**config.mk**
```make
export PLATFORM = sky130hd
export DESIGN_NAME = tweak_schedule_seq
export DESIGN_NICKNAME = d
export VERILOG_FILES = /design/src/rtl/tweak_schedule_seq.sv
export SDC_FILE = /design/constraint.sdc
export NUM_CORES = 1
export LEC_CHECK = 0
export CAP_MARGIN = 10
export CORE_MARGIN = 3
export CORE_UTILIZATION = 35
export DETAILED_ROUTE_END_ITERATION = 8
export HOLD_SLACK_MARGIN = 0.1
export PLACE_DENSITY_LB_ADDON = 0.12
export SYNTH_ARGS = -nofsm -noshare
export SYNTH_HDL_FRONTEND = slang
export SYNTH_SLANG_ARGS = --single-unit
```
**constraint.sdc**
```tcl
create_clock -name clk -period 2.1 [get_ports clk]
set_input_delay 0.21 -clock clk [delete_from_list [all_inputs] [get_ports clk]]
set_output_delay 0.21 -clock clk [all_outputs]
set_load 0.05 [all_outputs]
```
**src/rtl/tweak_schedule_seq.sv**
```systemverilog
// tweak_schedule_seq: QARMA tweak schedule sequencer; accepts in_tk/in_steps/in_inv on in_valid/in_ready and streams tk_0..tk_N on out_valid/out_ready with out_tk/out_idx/out_last
module tweak_schedule_seq #(
  parameter int CW = 4,
  parameter int MAX_STEPS = 16,
  parameter int SW = $clog2(MAX_STEPS + 1),
  parameter int TW = 16 * CW
) (
  input  logic          clk,
  input  logic          rst,
  input  logic          in_valid,
  output logic          in_ready,
  input  logic [TW-1:0] in_tk,
  input  logic [SW-1:0] in_steps,
  input  logic          in_inv,
  output logic          out_valid,
  input  logic          out_ready,
  output logic [TW-1:0] out_tk,
  output logic [SW-1:0] out_idx,
  output logic          out_last
);
  localparam logic [63:0] H = 64'h65EF01237CD489AB;
  localparam logic [63:0] HI = 64'h4567B108CDEF9A23;
  localparam logic [15:0] M = 16'h291B;
  typedef enum logic {IDLE, RUN} state_t;
  state_t state;
  logic [TW-1:0] tk;
  logic [SW-1:0] idx, n;
  logic inv;
  function automatic logic [CW-1:0] om(input logic [CW-1:0] c);
    return {c[0] ^ c[CW == 4 ? 1 : 2], c[CW-1:1]};
  endfunction
  function automatic logic [CW-1:0] om_inv(input logic [CW-1:0] c);
    return {c[CW-2:0], c[CW-1] ^ c[CW == 4 ? 0 : 1]};
  endfunction
  function automatic logic [TW-1:0] upd(input logic [TW-1:0] t, input logic v);
    logic [TW-1:0] u, r;
    u = t;
    r = '0;
    for (int i = 0; i < 16; i++)
      if (v && M[i]) u[TW-1-i*CW -: CW] = om_inv(t[TW-1-i*CW -: CW]);
    for (int i = 0; i < 16; i++)
      r[TW-1-i*CW -: CW] = u[TW-1-int'(v ? HI[63-4*i -: 4] : H[63-4*i -: 4])*CW -: CW];
    for (int i = 0; i < 16; i++)
      if (!v && M[i]) r[TW-1-i*CW -: CW] = om(r[TW-1-i*CW -: CW]);
    return r;
  endfunction
  assign in_ready = state == IDLE;
  assign out_valid = state == RUN;
  assign out_tk = tk;
  assign out_idx = idx;
  assign out_last = state == RUN && idx == n;
  always_ff @(posedge clk) begin
    if (rst) begin
      state <= IDLE;
      tk <= '0;
      idx <= '0;
      n <= '0;
      inv <= 1'b0;
    end else if (state == IDLE) begin
      if (in_valid) begin
        state <= RUN;
        tk <= in_tk;
        idx <= '0;
        n <= in_steps > SW'(MAX_STEPS) ? SW'(MAX_STEPS) : in_steps;
        inv <= in_inv;
      end
    end else if (out_ready) begin
      if (idx == n) state <= IDLE;
      else begin
        tk <= upd(tk, inv);
        idx <= idx + 1'b1;
      end
    end
  end
endmodule

```
==> results of run 1 <==
==> report_power, final <==
| part | total [uW] | internal (uW) | switching [uW] |
|---|---|---|---|
| Sequential | 1800 | 1580 | 219 |
| Combinational | 1580 | 650 | 929 |
| Clock | 1620 | 1030 | 588 |
| Total | 5000 | 3260 | 1740 |
==> sequential cells by signal, indices dropped and copies added (netlist names) <==
| register | cells |
|---|---|
| out_idx | 5 |
| out_tk | 64 |
| out_valid | 1 |
| n | 5 |
| inv | 1 |
==> worst register-to-register path, delay by kind of cell (launching register included) <==
| kind | cells | cell delay [ns] |
|---|---|---|
| buf+inv | 1 | 0.37 |
| simple gates | 2 | 0.37 |
| compound gates | 3 | 0.50 |
| flops | 1 | 0.50 |
==> logic make-up (layout without fill, tap and decap cells) <==
group / after synthesis / in the layout
flip-flops: 76 / 76
AO/OA/AOI/OAI: 156 / 156
adder cells (fa/ha/maj): 1 / 1
XOR/XNOR: 20 / 20
multiplexers: 52 / 52
AND/OR/NAND/NOR: 50 / 50
buffers and inverters: 33 / 177
==> placed cells by master, fill, tap and decap left out, types with 2 or more instances in the layout <==
master | Yosys | final
o21ai_2 | 61 | 61
a21oi_1 | 13 | 13
nand3_1 | 5 | 5
nand3b_1 | 4 | 4
xor2_1 | 3 | 3
a22oi_2 | 60 | 60
nor2_1 | 8 | 7
xnor2_2 | 3 | 3
bufinv_16 | 0 | 2
dfxtp_1 | 76 | 75
clkbuf_16 | 0 | 9
o21ai_0 | 9 | 9
a211oi_1 | 3 | 3
mux2i_1 | 52 | 52
buf_4 | 7 | 12
buf_12 | 0 | 4
a2111o_1 | 2 | 2
clkinv_2 | 0 | 2
clkdlybuf4s50_1 | 0 | 144
o2111ai_1 | 2 | 2
xnor2_1 | 14 | 14
nor3_1 | 4 | 3
nand2_1 | 23 | 23
==> stage by stage <==
step | util [%] | area [um2] | hold slack [ns]
2_1_floorplan | - | 4300 | 0.341
3_3_place_gp | 50.1 | 5860 | 0.455
3_5_place_dp | 50.1 | 5860 | 0.460
4_1_cts | 52.7 | 6170 | 0.422
5_1_grt | 52.7 | 6170 | 0.448
6_report | 52.7 | 6170 | 0.431
==> cell type report <==
cell class	count	area, um2
clock buffer	10	229
clock inverter	5	76.3
fill	1117	5540
inverter	2	21.3
multi-input combinational	279	2520
sequential	76	1530
tap	143	179
timing repair buffer	160	1610
==> routing by layer <==
metal,global-route usage [%],vias up,share of wire (%)
li1,-,1750,-
met2,30.0,99,47
met5,0,-,0
met4,5.12,0,1.4
met3,4.09,13,5.6
met1,24.8,1722,46
==> worst min-delay path by stage <==
stage | from | end | slack (ns) | depth (start not counted)
2_1_floorplan | in_tk[0] | out_tk[0]$_SDFFE_PP0P_ | 0.34 | 2
3_3_place_gp | n[0]$_SDFFE_PP0P_ | n[0]$_SDFFE_PP0P_ | 0.45 | 2
3_5_place_dp | n[0]$_SDFFE_PP0P_ | n[0]$_SDFFE_PP0P_ | 0.46 | 2
4_1_cts | in_inv | inv$_SDFFE_PP0P_ | 0.42 | 3
5_1_grt | in_inv | inv$_SDFFE_PP0P_ | 0.45 | 3
6_report | in_inv | inv$_SDFFE_PP0P_ | 0.43 | 3
==> results_tabular.tex, run 1 <==
\begin{tabular}{lr}
\hline
Metric & Value \\
\hline
\multicolumn{2}{l}{\textbf{Synthesis}} \\
\quad Avg Cell Area, Syn & between 10 and 15 um2 \\
\quad Mux share of post-synthesis cell area & approximately 12\% \\
\quad Number of instances in the synthesized netlist & 388 \\
\quad Main combinational cell family by area after synthesis & compound AO/OA/AOI/OAI gates \\
\quad Share of synthesized area occupied by flip-flops and latches & approximately 35\% \\
\quad Fraction of post-synthesis cell area in the top cell type by area & a little over a third \\
\quad Most frequently used cell type in the post-synthesis netlist & dfxtp\_1 \\
\quad Fraction of registers with async set/reset & 0\% \\
\quad Number of synthesized flops with an enable pin & 0 \\
\quad Number of different library cells in the post-synthesis netlist & 38 \\
\quad Count of warnings emitted by yosys & 0 \\
\quad Synthesized-area fraction occupied by and/or/nand/nor cells & slightly below 6\% \\
\quad Register bit total from synthesis & between 70 and 80 \\
\quad Top flip-flop cell by instance count after synthesis & dfxtp\_1 \\
\quad Synth Area in XOR/XNOR & under 10\% \\
\quad Nets in the synthesized netlist & approximately 460 \\
\quad Cell type with the largest total area after synthesis & dfxtp\_1 \\
\quad Compound-Gate Fraction of Synth Area & between 30 and 40\% \\
\quad Share of synthesized cell area in full adder, half adder and majority cells & 0.291\% \\
\quad Top cells by count, synth & dfxtp\_1, o21ai\_2, a22oi\_2 \\
\quad Summed instance area of the synthesized netlist & 4290 um2 \\
\quad Synth area leaders & dfxtp\_1, a22oi\_2, o21ai\_2 \\
\multicolumn{2}{l}{\textbf{Critical path}} \\
\quad Cell-by-cell trace of the critical path & clkdlybuf4s50\_1 \\
\quad Kind of launch point of the worst setup path & register \\
\quad Kind of capture point of the worst setup path & output pin \\
\quad Critical path data required time & between 1.5 and 2 ns \\
\quad Slowest cell on crit path & clkdlybuf4s50\_1 \\
\quad Critical Setup Path Class & reg2out \\
\quad Stages on worst setup path & 1 \\
\quad CP endpoint & out\_tk[60] \\
\quad Worst-case register-to-register setup slack & 0.30 ns \\
\quad Signal arrival time at the worst endpoint & between 1.5 and 2 ns \\
\quad Critical Path Start & out\_tk[60]\$\_SDFFE\_PP0P\_ \\
\quad Depth of the worst register-to-register path & 6 \\
\quad Critical Path Max Stage Delay & $\sim$0.87 ns \\
\quad Reg2reg end & out\_tk[1]\$\_SDFFE\_PP0P\_ \\
\quad Worst reg2reg startpoint & out\_valid\$\_SDFF\_PP0\_ \\
\quad Kind of cell with the highest combined delay on the critical path & buffers and inverters \\
\quad Largest driver fanout on the critical path & 5 \\
\quad Buf+Inv Stages, Crit Path & 1 \\
\multicolumn{2}{l}{\textbf{Global route}} \\
\quad Wire length of the first global-routing pass & slightly below 20 mm \\
\quad Number of antenna violations at the first check in global routing & 0 \\
\quad Combined global-route utilization of all metal layers & a little under a fifth \\
\quad Largest net degree at the start of global routing & between 60 and 70 \\
\quad Via count of the first global-routing pass & roughly 3,700 \\
\quad Total grt overflow & 0 \\
\multicolumn{2}{l}{\textbf{Cells and area}} \\
\quad Share of post-route cells with drive strength above 1 & a little under a third \\
\quad Non-filler instance count after layout & $\sim$680 \\
\quad Number of diodes & 0 \\
\quad Area Growth Syn to Fin & 43.7\% \\
\quad Post-layout nets & roughly 600 \\
\multicolumn{2}{l}{\textbf{Power}} \\
\quad VDD IR-drop max & 0.444 mV \\
\quad Reported leakage power & between 0.002 and 0.0025 uW \\
\quad Total Power & about 5000 uW \\
\quad Total power density per cell area & slightly above 800 nW/um2 \\
\multicolumn{2}{l}{\textbf{Clock network}} \\
\quad Number of H-tree levels & 3 \\
\quad Root buffer cell & clkbuf\_16 \\
\quad Insertion delay to the later sink of the worst-skew pair & around 0.32 ns \\
\quad Clock sinks & between 70 and 80 \\
\quad Clock transition at the register clock pins on the worst setup and hold paths after CTS & about 0.06 ns \\
\quad Number of setup buffers added after CTS & 0 \\
\quad Cts bufs inserted & 9 \\
\quad Clock tree from TritonCTS & yes \\
\quad Clk buf depth & 2 \\
\quad Number of gates resized after cts & 0 \\
\quad CTS hold repair buffers & 0 \\
\multicolumn{2}{l}{\textbf{Routing}} \\
\quad Count of nets left with antenna violations after detail routing & 0 \\
\quad DRC viols & 0 \\
\quad Via total after detailed routing & between 3,000 and 4,000 \\
\quad Count of TritonRoute iterations in the first routing pass & 4 \\
\quad DR iter-0 viols & $\sim$170 \\
\quad Routed wire length per instance & 18.8 um \\
\quad Vias per cell & 5.31 \\
\quad Routed wire length & approximately 13 mm \\
\multicolumn{2}{l}{\textbf{Die}} \\
\quad Io pins & around 150 \\
\quad Die footprint & about 14,000 um2 \\
\quad Chip height & approximately 120 um \\
\quad Core outline area & 11,700 um2 \\
\quad Core Rows & 39 \\
\quad Width of the die & 117 um \\
\quad Starting Density & a little over a third \\
\multicolumn{2}{l}{\textbf{STA}} \\
\quad RSZ-0062 raised after global routing & no \\
\quad Hold Fails Final Rpt & 0 \\
\quad Setup violations, final & 0 \\
\quad Clock tree skew after final layout & between 0.009 and 0.01 ns \\
\quad PnR worst setup slack & roughly 0.18 ns \\
\quad Highest clock frequency the design can meet & around 520 MHz \\
\quad Aggregate negative setup slack & 0 ns \\
\quad Worst Max-Slew Pin Slew & roughly 0.55 ns \\
\quad Final Max Tran Viols & 0 \\
\quad Rel. slew slack & between 60\% and 70\% \\
\quad Crit path time final & 1.92 ns \\
\quad Final Cycle Share & between 90 and 100\% \\
\multicolumn{2}{l}{\textbf{Min path}} \\
\quad Class of the most critical hold timing path & in2reg \\
\multicolumn{2}{l}{\textbf{Flow run}} \\
\quad Number of maximum-capacitance constraint violations & 0 \\
\multicolumn{2}{l}{\textbf{Place}} \\
\quad Placed cell count & 660 \\
\quad Port Buf Inserts & between 100 and 150 \\
\quad Pre-CTS WS & 0.183 ns \\
\quad HPWL after detailed placement & 9.19 mm \\
\quad Final RePlAce weighted congestion & around 0.8 \\
\multicolumn{2}{l}{\textbf{Status}} \\
\quad Result of the run & finished clean \\
\hline
\end{tabular}
No activity file was read; power rests on OpenSTA's default activity.
==> inputs of run 2 (changes only) <==
- HOLD_SLACK_MARGIN: 0.1 -> 0.06
==> results of run 2 <==
Same layout as run 1: the final DEF is identical, and so are final timing and power.
==> inputs of run 3 (changes only) <==
- CAP_MARGIN: 10 -> 15
- CTS_CLUSTER_SIZE: not set -> 12
==> results of run 3 <==
Same layout as run 1: the final DEF is identical, and so are final timing and power.
